### src/rtl/sbox_inv_pkg.sv
// Shared types, sizing and Fresh-slice bookkeeping for the masked inverse SKINNY-64 S-box.
package sbox_inv_pkg;

    localparam int unsigned SBOX_INV_NODES_PER_BIT = 15;
    localparam int unsigned SBOX_INV_N_GADGETS     = 4 * SBOX_INV_NODES_PER_BIT;
    localparam int unsigned LATENCY_DEFAULT        = 8;

    typedef enum logic [1:0] {
        IDLE = 2'd0,
        BUSY = 2'd1,
        DONE = 2'd2
    } state_e;

    localparam logic [3:0] SBOX_INV_TABLE [16] = '{
        4'h3, 4'h4, 4'h6, 4'h8, 4'hc, 4'ha, 4'h1, 4'he,
        4'h9, 4'h2, 4'h5, 4'h7, 4'h0, 4'hb, 4'hd, 4'hf
    };

    function automatic int unsigned fresh_per_gadget(input int unsigned d);
        return (d * (d + 1)) / 2;
    endfunction

    // Node numbering inside one output bit's tree: level 0 -> 0..7, 1 -> 8..11, 2 -> 12..13, 3 -> 14.
    function automatic int unsigned level_base(input int unsigned lvl);
        return 16 - (16 >> lvl);
    endfunction

    function automatic int unsigned gadget_idx(input int unsigned bit_i, input int unsigned node);
        return bit_i * SBOX_INV_NODES_PER_BIT + node;
    endfunction

    function automatic int unsigned fresh_offset(input int unsigned gadget, input int unsigned d);
        return gadget * fresh_per_gadget(d);
    endfunction

    // Index of the random bit shared by share pair (i, j), i < j.
    function automatic int unsigned pair_idx(input int i, input int j, input int d);
        return int'(i * d - (i * (i - 1)) / 2 + (j - i - 1));
    endfunction

endpackage

### src/rtl/mux2_hpc2.sv
// d-th order HPC2 masked 2:1 mux: y = in0 ^ sel & (in0 ^ in1); output is XOR of registered terms.
module mux2_hpc2
    import sbox_inv_pkg::*;
#(
    parameter int unsigned D = 2
) (
    input  logic                           clk,
    input  logic                           rst,
    input  logic [D:0]                     sel,
    input  logic [D:0]                     in0,
    input  logic [D:0]                     in1,
    input  logic [fresh_per_gadget(D)-1:0] fresh,
    output logic [D:0]                     y_c
);

    localparam int unsigned NP = fresh_per_gadget(D);

    logic [D:0]    t_d, t_q, dly1_d, dly1_q, dly2_d, dly2_q, diag_d, diag_q;
    logic [NP-1:0] r_d, r_q, ulo_d, ulo_q, uhi_d, uhi_q, plo_d, plo_q, phi_d, phi_q;

    // Stage 1 masks the data shares with fresh bits; stage 2 gates them with the selector shares.
    always_comb begin
        t_d    = in0 ^ in1;
        dly1_d = in0;
        dly2_d = dly1_q;
        diag_d = sel & t_q;
        r_d    = fresh;
        ulo_d  = '0;
        uhi_d  = '0;
        plo_d  = '0;
        phi_d  = '0;
        y_c    = dly2_q ^ diag_q;
        for (int i = 0; i <= int'(D); i++) begin
            for (int j = i + 1; j <= int'(D); j++) begin
                ulo_d[pair_idx(i, j, int'(D))] = t_d[j] ^ fresh[pair_idx(i, j, int'(D))];
                uhi_d[pair_idx(i, j, int'(D))] = t_d[i] ^ fresh[pair_idx(i, j, int'(D))];
                plo_d[pair_idx(i, j, int'(D))] = sel[i] ? ulo_q[pair_idx(i, j, int'(D))]
                                                        : r_q[pair_idx(i, j, int'(D))];
                phi_d[pair_idx(i, j, int'(D))] = sel[j] ? uhi_q[pair_idx(i, j, int'(D))]
                                                        : r_q[pair_idx(i, j, int'(D))];
                y_c[i] = y_c[i] ^ plo_q[pair_idx(i, j, int'(D))];
                y_c[j] = y_c[j] ^ phi_q[pair_idx(i, j, int'(D))];
            end
        end
    end

    always_ff @(posedge clk or negedge rst) begin
        if (!rst) begin
            t_q    <= '0;
            dly1_q <= '0;
            dly2_q <= '0;
            diag_q <= '0;
            r_q    <= '0;
            ulo_q  <= '0;
            uhi_q  <= '0;
            plo_q  <= '0;
            phi_q  <= '0;
        end else begin
            t_q    <= t_d;
            dly1_q <= dly1_d;
            dly2_q <= dly2_d;
            diag_q <= diag_d;
            r_q    <= r_d;
            ulo_q  <= ulo_d;
            uhi_q  <= uhi_d;
            plo_q  <= plo_d;
            phi_q  <= phi_d;
        end
    end

endmodule

### src/rtl/sbox_inv_core.sv
// Gadget network for S^-1: per output bit a 4-level BDD mux tree selected by x[0]..x[3].
module sbox_inv_core
    import sbox_inv_pkg::*;
#(
    parameter int unsigned D = 2
) (
    input  logic                                              clk,
    input  logic                                              rst,
    input  logic [D:0][3:0]                                   x_s,
    input  logic [SBOX_INV_N_GADGETS*fresh_per_gadget(D)-1:0] fresh,
    output logic [D:0][3:0]                                   y_c
);

    localparam int unsigned FPG = fresh_per_gadget(D);

    logic [3:0][D:0] sel;
    logic [D:0]      lvl1 [4][8];
    logic [D:0]      lvl2 [4][4];
    logic [D:0]      lvl3 [4][2];
    logic [D:0]      lvl4 [4];

    always_comb begin
        for (int k = 0; k < 4; k++) begin
            for (int i = 0; i <= int'(D); i++) begin
                sel[k][i] = x_s[i][k];
            end
        end
    end

    for (genvar b = 0; b < 4; b++) begin : g_bit
        // Leaves are public truth-table bits, carried on share 0 only.
        for (genvar m = 0; m < 8; m++) begin : g_l1
            localparam logic [3:0] V0 = SBOX_INV_TABLE[2*m];
            localparam logic [3:0] V1 = SBOX_INV_TABLE[2*m+1];
            mux2_hpc2 #(.D(D)) u_mux (
                .clk   (clk),
                .rst   (rst),
                .sel   (sel[0]),
                .in0   ((D+1)'(V0[b])),
                .in1   ((D+1)'(V1[b])),
                .fresh (fresh[fresh_offset(gadget_idx(b, level_base(0) + m), D) +: FPG]),
                .y_c   (lvl1[b][m])
            );
        end
        for (genvar m = 0; m < 4; m++) begin : g_l2
            mux2_hpc2 #(.D(D)) u_mux (
                .clk   (clk),
                .rst   (rst),
                .sel   (sel[1]),
                .in0   (lvl1[b][2*m]),
                .in1   (lvl1[b][2*m+1]),
                .fresh (fresh[fresh_offset(gadget_idx(b, level_base(1) + m), D) +: FPG]),
                .y_c   (lvl2[b][m])
            );
        end
        for (genvar m = 0; m < 2; m++) begin : g_l3
            mux2_hpc2 #(.D(D)) u_mux (
                .clk   (clk),
                .rst   (rst),
                .sel   (sel[2]),
                .in0   (lvl2[b][2*m]),
                .in1   (lvl2[b][2*m+1]),
                .fresh (fresh[fresh_offset(gadget_idx(b, level_base(2) + m), D) +: FPG]),
                .y_c   (lvl3[b][m])
            );
        end
        mux2_hpc2 #(.D(D)) u_l4 (
            .clk   (clk),
            .rst   (rst),
            .sel   (sel[3]),
            .in0   (lvl3[b][0]),
            .in1   (lvl3[b][1]),
            .fresh (fresh[fresh_offset(gadget_idx(b, level_base(3)), D) +: FPG]),
            .y_c   (lvl4[b])
        );
    end

    always_comb begin
        for (int i = 0; i <= int'(D); i++) begin
            for (int b = 0; b < 4; b++) begin
                y_c[i][b] = lvl4[b][i];
            end
        end
    end

endmodule

### src/rtl/sbox_inv_hpc2_handshake.sv
// Valid/ready wrapper around the masked S^-1 core: share-hold registers, latency counter, output registers.
module sbox_inv_hpc2_handshake
    import sbox_inv_pkg::*;
#(
    parameter int unsigned SECURITY_ORDER = 2,
    parameter int unsigned LATENCY        = LATENCY_DEFAULT
) (
    input  logic                                                           clk,
    input  logic                                                           rst,
    input  logic                                                           in_valid,
    output logic                                                           in_ready,
    input  logic [SECURITY_ORDER:0][3:0]                                   X_s,
    input  logic [SBOX_INV_N_GADGETS*fresh_per_gadget(SECURITY_ORDER)-1:0] Fresh,
    output logic                                                           out_valid,
    input  logic                                                           out_ready,
    output logic [SECURITY_ORDER:0][3:0]                                   Y_s
);

    localparam int unsigned D     = SECURITY_ORDER;
    localparam int unsigned CNT_W = $clog2(LATENCY);

    state_e           state_q, state_d;
    logic [CNT_W-1:0] cnt_q, cnt_d;
    logic [D:0][3:0]  hold_q, hold_d, y_q, y_d, core_y_c;
    logic             in_ready_q, in_ready_d, out_valid_q, out_valid_d;

    sbox_inv_core #(.D(D)) u_core (
        .clk   (clk),
        .rst   (rst),
        .x_s   (hold_q),
        .fresh (Fresh),
        .y_c   (core_y_c)
    );

    // Y is captured only on the BUSY->DONE step so no transient core value reaches the outputs.
    always_comb begin
        state_d     = state_q;
        cnt_d       = cnt_q;
        hold_d      = hold_q;
        y_d         = y_q;
        in_ready_d  = in_ready_q;
        out_valid_d = out_valid_q;
        unique case (state_q)
            IDLE: begin
                if (in_valid) begin
                    hold_d     = X_s;
                    cnt_d      = '0;
                    in_ready_d = 1'b0;
                    state_d    = BUSY;
                end
            end
            BUSY: begin
                cnt_d = cnt_q + CNT_W'(1);
                if (cnt_q == CNT_W'(LATENCY - 1)) begin
                    y_d         = core_y_c;
                    out_valid_d = 1'b1;
                    cnt_d       = '0;
                    state_d     = DONE;
                end
            end
            DONE: begin
                if (out_ready) begin
                    out_valid_d = 1'b0;
                    hold_d      = '0;
                    in_ready_d  = 1'b1;
                    state_d     = IDLE;
                end
            end
            default: begin
                state_d     = IDLE;
                cnt_d       = '0;
                hold_d      = '0;
                in_ready_d  = 1'b1;
                out_valid_d = 1'b0;
            end
        endcase
    end

    always_ff @(posedge clk or negedge rst) begin
        if (!rst) begin
            state_q     <= IDLE;
            cnt_q       <= '0;
            hold_q      <= '0;
            y_q         <= '0;
            in_ready_q  <= 1'b1;
            out_valid_q <= 1'b0;
        end else begin
            state_q     <= state_d;
            cnt_q       <= cnt_d;
            hold_q      <= hold_d;
            y_q         <= y_d;
            in_ready_q  <= in_ready_d;
            out_valid_q <= out_valid_d;
        end
    end

    assign in_ready  = in_ready_q;
    assign out_valid = out_valid_q;
    assign Y_s       = y_q;

endmodule

### config.mk
export PLATFORM = sky130hd
export DESIGN_NAME = sbox_inv_hpc2_handshake
export DESIGN_NICKNAME = d
export VERILOG_FILES = /design/src/rtl/sbox_inv_pkg.sv /design/src/rtl/mux2_hpc2.sv /design/src/rtl/sbox_inv_core.sv /design/src/rtl/sbox_inv_hpc2_handshake.sv
export SDC_FILE = /design/constraint.sdc
export NUM_CORES = 1
export LEC_CHECK = 0
export CORE_ASPECT_RATIO = 0.8
export CORE_MARGIN = 2
export CORE_UTILIZATION = 40
export CTS_CLUSTER_DIAMETER = 150
export CTS_CLUSTER_SIZE = 16
export DETAILED_ROUTE_END_ITERATION = 7
export HOLD_SLACK_MARGIN = 0.06
export PLACE_DENSITY_LB_ADDON = 0.05
export SLEW_MARGIN = 20
export SYNTH_ARGS = -nofsm -noshare
export SYNTH_HDL_FRONTEND = slang
export SYNTH_HIERARCHICAL = 1
export SYNTH_SLANG_ARGS = --single-unit
export TNS_END_PERCENT = 1
### constraint.sdc
create_clock -name clk -period 2.83 [get_ports clk]
set_input_delay 0.566 -clock clk [delete_from_list [all_inputs] [get_ports clk]]
set_output_delay 0.566 -clock clk [all_outputs]
set_load 0.02 [all_outputs]
# After elaboration in Yosys (flattened, before gate mapping)
# Cells that the tools add are included.
# W data, S select, Z words.
op_classes:
  addsub: 1
  mul: 0
  div: 0
  magnitude_cmp: 0
  eq_ne: 6
  shift: 0
  mux: 244
  bitwise_logic: 627
  n_reduce_logical: 6
ops:
  columns: ["cell", "n"]
  rows:
  - ["$xor A1 B1 Y1", 498]
  - ["$mux W1", 232]
  - ["$xor A3 B3 Y3", 56]
  - ["$and A3 B3 Y3", 28]
  - ["$not A1 Y1", 43]
  - ["$pmux W12 S3", 1]
  - ["$mux W12", 2]
  - ["$pmux W3 S3", 1]
  - ["$reduce_and A3 Y1", 3]
  - ["$mux W2", 3]
  - ["$mux W3", 2]
  - ["$ne A2 B2 Y1 const B", 3]
  - ["$pmux W1 S3", 2]
  - ["$pmux W2 S3", 1]
  - ["$reduce_and A2 Y1", 2]
  - ["$add A3 B1 Y3 const B", 1]
  - ["$and A3 B1 Y3", 1]
  - ["$eq A3 B3 Y1 const B", 1]
  - ["$xor A1 B3 Y3", 1]
  - ["$eq A2 B1 Y1 const B", 1]
  - ["$eq A2 B2 Y1 const B", 1]
  - ["$logic_not A2 Y1", 1]
word_totals:
  register_bits: 1104
  latchBits: 0
  mem_bits_rw: 0
  romBits: 0
  wordCells: 1253
  n_memories: 0

# Depth between registers and ports, before layout
# Gate-level depths: netlist (run 1).
logic_depth:
  ltp_word: 5
  ltp_mapped: 5
  mapped_depth_nobuf: 4

# Hierarchy
# Netlist (run 1), hierarchy kept.
modules_own_cells:
  columns: ["module", "n_inst", "cells_each", "area_per_inst_um2", "seq_area_each_um2"]
  rows:
  - ["mux2_hpc2", 60, 57, 953.4, 675.6]
  - ["sbox_inv_hpc2_handshake", 1, 109, 1402.6, 777.0]
  - ["sbox_inv_core", 1, 2, 7.5, 0.0]

# Worst setup path before layout (run 1)
# No wires, ideal clock.
synth_path:
  path_type: "flip-flop to flip-flop"
  start: "register hold_q[4] (netlist bit)"
  end: "register u_core.g_bit[0].g_l1[0].u_mux.phi_q[0]"
  setup_time_ps: 129
  t_arrival_ps: 2322
  t_required_ps: 2701
  path_slack_ps: 379
  path_stages_with_launch: 2
  path_buffers: 0
  synth_period_minus_slack_ps: 2451
  path_cell_list: "dfrtp_1 mux2_2"
synth_via:
  elab_chain_cells: 1
synth_lines:
  columns: ["element", "line_no", "text"]
  rows:
  - ["from (decl)", "sbox_inv_hpc2_handshake.sv:24", "logic [D:0][3:0] hold_q, hold_d, y_q, y_d, core_y_c;"]
  - ["from (signal assigned)", "sbox_inv_hpc2_handshake.sv:90", "hold_q <= hold_d;"]
  - ["$mux W1", "mux2_hpc2.sv:39", "phi_d[pair_idx(i, j, int'(D))] = sel[j] ? uhi_q[pair_idx(i, j, int'(D))]"]
  - ["via u_core.g_bit[0].g_l1[0].u_mux.phi_d[0]", "mux2_hpc2.sv:19", "logic [NP-1:0] r_d, r_q, ulo_d, ulo_q, uhi_d, uhi_q, plo_d, plo_q, phi_d, phi_q;"]
  - ["to (signal assigned)", "mux2_hpc2.sv:67", "phi_q <= phi_d;"]
  - ["to (decl)", "mux2_hpc2.sv:19", null]
# The timed path passes the listed nets, and every way through them passes these cells.
# A chain may end at the register's enable or synchronous reset.

# Final worst setup path (run 1)
layout_path:
  start: "register in_ready_q (netlist: in_ready)"
  end: "output in_ready"
layout_lines:
  columns: ["element", "line_no", "text"]
  rows:
  - ["from (decl)", "sbox_inv_hpc2_handshake.sv:25", "logic in_ready_q, in_ready_d, out_valid_q, out_valid_d;"]
  - ["from (signal assigned)", "sbox_inv_hpc2_handshake.sv:92", "in_ready_q <= in_ready_d;"]
  - ["to (decl)", "sbox_inv_hpc2_handshake.sv:11", "output logic in_ready,"]
# No word-level cell between the ends.

==> results of run 1 <==
## synthesized netlist by cell type
| master | number |
|---|---|
| sky130_fd_sc_hd__and2b_4 | 1 |
| sky130_fd_sc_hd__dfrtp_1 | 1650 |
| sky130_fd_sc_hd__xor2_1 | 180 |
| sky130_fd_sc_hd__nand2b_1 | 1 |
| sky130_fd_sc_hd__dfstp_2 | 1 |
| sky130_fd_sc_hd__nand2_1 | 1 |
| sky130_fd_sc_hd__a21oi_1 | 3 |
| sky130_fd_sc_hd__conb_1 | 2 |
| sky130_fd_sc_hd__buf_6 | 1 |
| sky130_fd_sc_hd__ha_1 | 2 |
| sky130_fd_sc_hd__xnor2_1 | 720 |
| sky130_fd_sc_hd__nor2b_1 | 11 |
| sky130_fd_sc_hd__a211oi_1 | 1 |
| sky130_fd_sc_hd__xnor2_2 | 180 |
| sky130_fd_sc_hd__nand2_2 | 1 |
| sky130_fd_sc_hd__inv_1 | 182 |
| sky130_fd_sc_hd__nor2_1 | 5 |
| sky130_fd_sc_hd__o21ai_0 | 3 |
| sky130_fd_sc_hd__mux2_4 | 9 |
| sky130_fd_sc_hd__a32o_1 | 3 |
| sky130_fd_sc_hd__clkbuf_1 | 3 |
| sky130_fd_sc_hd__and2_1 | 180 |
| sky130_fd_sc_hd__mux2_2 | 363 |
| sky130_fd_sc_hd__and3_1 | 12 |
| sky130_fd_sc_hd__buf_2 | 2 |
| sky130_fd_sc_hd__and2b_1 | 2 |
| sky130_fd_sc_hd__a221o_1 | 12 |
## final cells by class
class	instances	area [µm²]
multi-input combinational	1978	17660
timing repair buffer	299	3138
clock inverter	7	87.58
fill	12673	77110
inverter	182	683.2
antenna	4	10.01
sequential	1651	41340
tap	1905	2384
clock buffer	124	2890
## worst register-to-register path, delay by kind of cell (launching register included)
family | cells | cell delay, ns
flops | 1 | 0.96
mux | 1 | 0.35
buf+inv | 1 | 0.37
## state kept, by name, summed over array words and instances (netlist names), 96 cells and up
signal	count
u_core/g_bit.g_l1.u_mux/uhi_q	96
u_core/g_bit.g_l1.u_mux/phi_q	96
u_core/g_bit.g_l1.u_mux/ulo_q	96
u_core/g_bit.g_l1.u_mux/plo_q	96
u_core/g_bit.g_l1.u_mux/diag_q	96
u_core/g_bit.g_l1.u_mux/t_q	96
u_core/g_bit.g_l1.u_mux/r_q	96
u_core/g_bit.g_l1.u_mux/dly2_q	96
u_core/g_bit.g_l1.u_mux/dly1_q	96
## layer usage
metal / vias up / share of wire, % / track usage, %
li1: 12106 / - / -
met1: 12811 / 47 / 20.51
met2: 296 / 48 / 23.07
met3: 187 / 3.4 / 2.667
met4: 8 / 2.3 / 3.468
met5: - / 0.045 / 0
## logic make-up (layout without fill, tap and decap cells)
kind of cell / count (synthesis) / in the layout
buffers and inverters: 188 / 612
flip-flops: 1651 / 1651
AO/OA/AOI/OAI: 22 / 22
multiplexers: 372 / 372
adder cells (fa/ha/maj): 2 / 2
other: 2 / 292
XOR/XNOR: 1080 / 1080
AND/OR/NAND/NOR: 214 / 214
## how the worst max path moves through the flow
stage	depth (start not counted)	startpoint	end
6_report	1	in_ready$_DFFE_PN1P_	in_ready
5_1_grt	1	in_ready$_DFFE_PN1P_	in_ready
4_1_cts	1	in_ready$_DFFE_PN1P_	in_ready
3_5_place_dp	3	in_valid	hold_q[2]$_DFFE_PN0P_
3_3_place_gp	3	in_valid	hold_q[0]$_DFFE_PN0P_
2_1_floorplan	1	hold_q[4]$_DFFE_PN0P_	u_core/g_bit[0].g_l1[0].u_mux/phi_q[0]$_DFF_PN0_
## cells in the final DEF (no fill, tap or decap), drive strengths merged
master / n
nor2b: 11
and2: 180
xor2: 180
dfstp: 1
o21ai: 3
xnor2: 900
clkdlybuf4s50: 208
dfrtp: 1650
and2b: 3
a32o: 3
a211oi: 1
buf: 90
inv: 187
a221o: 12
clkinv: 2
mux2: 372
diode: 4
clkbuf: 124
nand2b: 1
and3: 12
nor2: 5
nand2: 2
ha: 2
a21oi: 3
dlygate4sd3: 1
conb: 288
## power groups by stage
stage               sequential, mW  combinational, mW  clock [mW]
global route                  35.0               33.5        16.5
detailed placement            34.8               31.1           0
finish                        34.2               30.2        14.8
global placement              34.8               30.9           0
CTS                           34.4               31.2        15.6
floorplan                     34.2               23.2           0
## stage by stage
stage               setup slack, ns  instance area (µm²)  hold slack (ns)  std cells
detailed placement           0.6688                65190           0.3347       6014
finish                       0.3948                68190           0.3394       6150
CTS                          0.3056                68180           0.2787       6146
global route                 0.2852                68180           0.2993       6147
floorplan                    0.3785                59690           0.2704       3817
global placement             0.6458                65190           0.3313       6014
## timing repair
item                      CTS  global route
hold endpoints to repair   50             0
hold buffers                1             0
resized for setup           0             0
==> results.txt, run 1 <==
Cells after Synth -> 3531
number of antenna violations at the first check in global routing -> 25
count of maximum capacitance violations -> 0
share of synthesized cell area in full adder, half adder and majority cells -> 0.04269%
via/cell ratio -> 4.131
count of vias placed by the detailed router -> 25408
Port Buf Inserts -> 209
Hold Crit Endpoint -> u_core/g_bit[3].g_l2[1].u_mux/dly2_q[2]$_DFF_PN0_
Final Setup Violations -> 0
internal power -> 53.57 mW
Critical Path RT -> 2.26 ns
worst path buffer plus inverter count -> 1
parity-gate share of the synthesized area counting xor and xnor cells -> 18.44%
clock insertion delay at the later pin of the skew report -> 0.72 ns
Worst path top cell family by delay -> buffers and inverters
pin count of the biggest net entering global routing -> 98
portion of total power attributed to combinational logic -> 38.1%
post-synth top area cell -> sky130_fd_sc_hd__dfrtp_1
TritonCTS buffer count -> 113
aggregate global routing overflow -> 0
worst reg2reg path depth -> 2
vertical die dimension -> 346.4 µm
wire length of the first global-routing pass -> 164600 µm
CP max FO -> 3
netlist area before placement -> 58610 µm²
Cell Pwr Density -> 1163 nW/µm²
slew of the pin with the lowest slew margin -> 1.002 ns
RePlAce Congestion -> 0.7108
final standard cell utilization of the core -> 46.93%
fmax -> 0.4107 GHz
post-route setup TNS -> 0 ns
Reg2Reg Setup Slack -> 1.03 ns
area added between synthesis and finish -> 16.33%
worst vdd rail ir drop -> 0.0005665 V
Synth cell types -> 27
proportion of total power due to net switching -> 32.45%
ANT nets after route -> 0
instance count along the most critical hold path -> 0
nets -> 4423
buffers inserted by post-CTS timing repair -> 0
number of search-and-repair iterations in the first detailed-routing pass -> 4
total track usage -> 14.45%
Total Die Area -> 149600 µm²
clock network fraction of total power -> 18.7%
Critical Path, Cell by Cell -> clkdlybuf4s50_1
clock tree from TritonCTS -> built
result of the run -> completed
switching power -> 25.74 mW
Compound-Gate Fraction of Synth Area -> 0.3202%
average detailed-routed wire length per instance -> 16.76 µm
data arrival time of the critical path -> 1.87 ns
critical-path cell with the highest stage delay -> sky130_fd_sc_hd__clkdlybuf4s50_1
share of the clock period used by the worst path after layout -> 86.05%
count of clock tree sinks -> 1651
cell at the root of the clock tree -> sky130_fd_sc_hd__clkbuf_16
type of the most critical hold path -> flop to flop
proportion of synthesized area in mux cells -> 7.204%
critical path endpoint category -> output port
final hold violations -> 0
#FFs+latches synth -> 1651
Remaining DRCs -> 0
beginning of the worst hold path -> u_core/g_bit[3].g_l2[1].u_mux/dly1_q[2]$_DFF_PN0_
half-perimeter wire length after placement -> 68040 µm
layout cells sized above 1 -> 18.20%
worst relative slew slack -> 33.21%
RR Endpoint -> u_core/g_bit[2].g_l2[0].u_mux/plo_q[0]$_DFF_PN0_
CTS max path bufs -> 3
Seq pwr share -> 43.2%
clock skew after layout -> 0.02036 ns
sum of internal, switching and leakage power -> 79.31 mW
time the final worst path needs with I/O delays and setup -> 2.435 ns
Die X-Extent -> 432.0 µm
max-slew violation count -> 0
Synth Area in Simple Gates -> 2.269%
portion of the post-synthesis area used by sequential elements -> 70.49%
Worst Setup Start Kind -> flop
leakage power -> 29.94 nW
effective utilization at floorplan -> 40.34%
share of the synthesized area in the top cell type -> 70.44%
Warnings, synthesis -> 6
routed wire length -> 103100 µm
level count of the clock H-tree -> 3
clock transition at the register clock pins on the worst setup and hold paths after CTS -> 0.08 ns
number of DRC violations after detailed-routing iteration 0 -> 1073
Post-Synthesis Mean Instance Area -> 16.60 µm²
dominant combinational cell family by area after synthesis -> XOR/XNOR gates
Area contributors post-synth -> sky130_fd_sc_hd__dfrtp_1, sky130_fd_sc_hd__xnor2_1, sky130_fd_sc_hd__mux2_2, sky130_fd_sc_hd__xnor2_2, sky130_fd_sc_hd__xor2_1
core box area -> 145300 µm²
launch instance of the worst register-to-register path -> hold_q[1]$_DFFE_PN0P_
Core Rows -> 125
RSZ-0062 raised after global routing -> false
via count of the first global-routing pass -> 27432
Largest stage delay, worst path -> 0.60 ns
Ports -> 210
Worst Path Class, Setup -> flop to output port
No activity file was read; power rests on OpenSTA's default activity.
==> inputs of run 2 (changes only) <==
- SLEW_MARGIN: 20 -> not set
==> results of run 2 <==
The final DEF is identical to that of run 1; final timing and power are the same.
==> inputs of run 3 (changes only) <==
- CAP_MARGIN: not set -> 20
- CORE_MARGIN: 2 -> not set
==> run 3 against run 2 <==
Effect of this change:
- clock skew is 0.00058 ns lower
- global-route usage is 0.057 points lower
- register-to-register slack improved by 0.03 ns
- clock power hardly changed
- die area fell by 1.0%
- via count fell by 0.14%
- sequential share of layout area is 0.098 points lower
- critical path type unchanged
==> results.txt, run 3 (synthesis results as in run 1) <==
clock insertion delay at the later pin of the skew report -> 0.72 ns
clock transition at the register clock pins on the worst setup and hold paths after CTS -> 0.07 ns
Reg2Reg Setup Slack -> 1.06 ns
TritonCTS buffer count -> 113
Port Buf Inserts -> 209
time the final worst path needs with I/O delays and setup -> 2.432 ns
worst setup path end -> in_ready
layout cells sized above 1 -> 18.30%
Final Setup Violations -> 0
via count of the first global-routing pass -> 27380
total number of cells along the worst setup path -> 1
result of the run -> completed
total track usage -> 14.40%
Worst Path Class, Setup -> flop to output port
max-slew violation count -> 0
level count of the clock H-tree -> 3
RR Endpoint -> u_core/g_bit[0].g_l1[5].u_mux/phi_q[1]$_DFF_PN0_
area added between synthesis and finish -> 16.51%
average detailed-routed wire length per instance -> 16.50 µm
worst vdd rail ir drop -> 0.0005283 V
Critical Path RT -> 2.26 ns
clock tree from TritonCTS -> built
slew of the pin with the lowest slew margin -> 1.020 ns
half-perimeter wire length after placement -> 68200 µm
number of DRC violations after detailed-routing iteration 0 -> 1253
crit path from -> in_ready$_DFFE_PN1P_
sum of internal, switching and leakage power -> 79.61 mW
fmax -> 0.4111 GHz
count of maximum capacitance violations -> 0
critical path endpoint category -> output port
Worst Setup Start Kind -> flop
share of the clock period used by the worst path after layout -> 85.95%
worst reg2reg path depth -> 2
count of cells resized by post-cts repair -> 0
number of search-and-repair iterations in the first detailed-routing pass -> 4
most frequent cells in the layout -> sky130_fd_sc_hd__dfrtp_1, sky130_fd_sc_hd__xnor2_1, sky130_fd_sc_hd__mux2_2
launch instance of the worst register-to-register path -> hold_q[8]$_DFFE_PN0P_
pre-CTS setup slack -> 0.6551 ns
leakage power -> 29.99 nW
ANT nets after route -> 0
data arrival time of the critical path -> 1.87 ns
routed wire length -> 101600 µm
register cell area after layout -> 41330 µm²
count of clock tree sinks -> 1651
Ports -> 210
Core Rows -> 125
CTS max path bufs -> 3
Remaining DRCs -> 0
RSZ-0062 raised after global routing -> false
final hold violations -> 0
cell at the root of the clock tree -> sky130_fd_sc_hd__clkbuf_16
worst relative slew slack -> 31.98%
via/cell ratio -> 4.122
Die X-Extent -> 430.0 µm
type of the most critical hold path -> flop to flop
total area of multi-input combinational cells -> 17660 µm²
pin count of the biggest net entering global routing -> 98
Setup WS post-layout -> 0.3976 ns
RePlAce Congestion -> 0.7103
Critical Path, Cell by Cell -> clkdlybuf4s50_1
count of vias placed by the detailed router -> 25373
wire length of the first global-routing pass -> 162600 µm
critical-path cell with the highest stage delay -> sky130_fd_sc_hd__clkdlybuf4s50_1
Hold Buf Count CTS -> 1
fillcell total -> 12602
number of antenna violations at the first check in global routing -> 23
CP max FO -> 3
post-route setup TNS -> 0 ns
Largest stage delay, worst path -> 0.60 ns
buffers inserted by post-CTS timing repair -> 0
Cell Pwr Density -> 1166 nW/µm²
Total Die Area -> 148100 µm²
most frequent standard cell in the layout excluding fill and tap cells -> sky130_fd_sc_hd__dfrtp_1
worst path buffer plus inverter count -> 1
nets -> 4428
effective utilization at floorplan -> 40.34%
Worst path top cell family by delay -> buffers and inverters
clock skew after layout -> 0.01978 ns
vertical die dimension -> 344.4 µm
core box area -> 145300 µm²
aggregate global routing overflow -> 0
[run 3: changes by cell type in the layout (fill, tap and decap cells not counted), sizes merged]
cell    before  now
clkinv       2    5
buf         90   95
inv        187  185
[run 3: worst min-delay path by stage]
stage | from | to | slack (ns) | depth (start not counted)
2_1_floorplan | rst | Y_s[0]$_DFFE_PN0P_ | 0.27 | 0
3_3_place_gp | u_core/g_bit[2].g_l1[7].u_mux/dly1_q[1]$_DFF_PN0_ | u_core/g_bit[2].g_l1[7].u_mux/dly2_q[1]$_DFF_PN0_ | 0.33 | 0
3_5_place_dp | u_core/g_bit[0].g_l1[0].u_mux/dly1_q[0]$_DFF_PN0_ | u_core/g_bit[0].g_l1[0].u_mux/dly2_q[0]$_DFF_PN0_ | 0.33 | 0
4_1_cts | Fresh[146] | u_core/g_bit[3].g_l1[3].u_mux/r_q[2]$_DFF_PN0_ | 0.29 | 1
5_1_grt | Fresh[68] | u_core/g_bit[1].g_l1[7].u_mux/r_q[2]$_DFF_PN0_ | 0.30 | 1
6_report | u_core/g_bit[2].g_l1[4].u_mux/dly1_q[1]$_DFF_PN0_ | u_core/g_bit[2].g_l1[4].u_mux/dly2_q[1]$_DFF_PN0_ | 0.34 | 0
[run 3: through the flow]
step	cells	hold slack (ns)	utilization [%]	instance area [µm²]
after floorplan	3817	0.2704	-	59690
after global placement	6019	0.3310	44.92	65260
after detailed placement	6019	0.3347	44.92	65260
after CTS	6152	0.2909	46.99	68280
after global routing	6152	0.3042	46.99	68280
final	6156	0.3419	47.00	68290
[run 3: area by class of cell]
| type | instances | area share (%) |
|---|---|---|
| Antenna cell | 4 | 0.01466 |
| Clock buffer | 124 | 4.201 |
| Clock inverter | 8 | 0.2070 |
| Inverter | 182 | 1.000 |
| Multi-Input combinational cell | 1978 | 25.86 |
| Sequential cell | 1651 | 60.53 |
| Tap cell | 1905 | 3.490 |
| Timing Repair Buffer | 304 | 4.705 |
[run 3: where the power goes]
group | internal (mW) | total, mW | switching, mW
Clock | 7.17 | 14.9 | 7.72
Sequential | 31.2 | 34.3 | 3.04
Combinational | 15.2 | 30.4 | 15.2
Total | 53.6 | 79.6 | 26.0
[run 3: routing by layer]
metal | vias up | share of wire, % | GRT usage [%]
met1 | 12728 | 47 | 20.31
met3 | 181 | 3.6 | 2.647
met5 | - | 0.089 | 0
met4 | 14 | 2.2 | 3.378
met2 | 306 | 47 | 23.19
li1 | 12144 | - | -
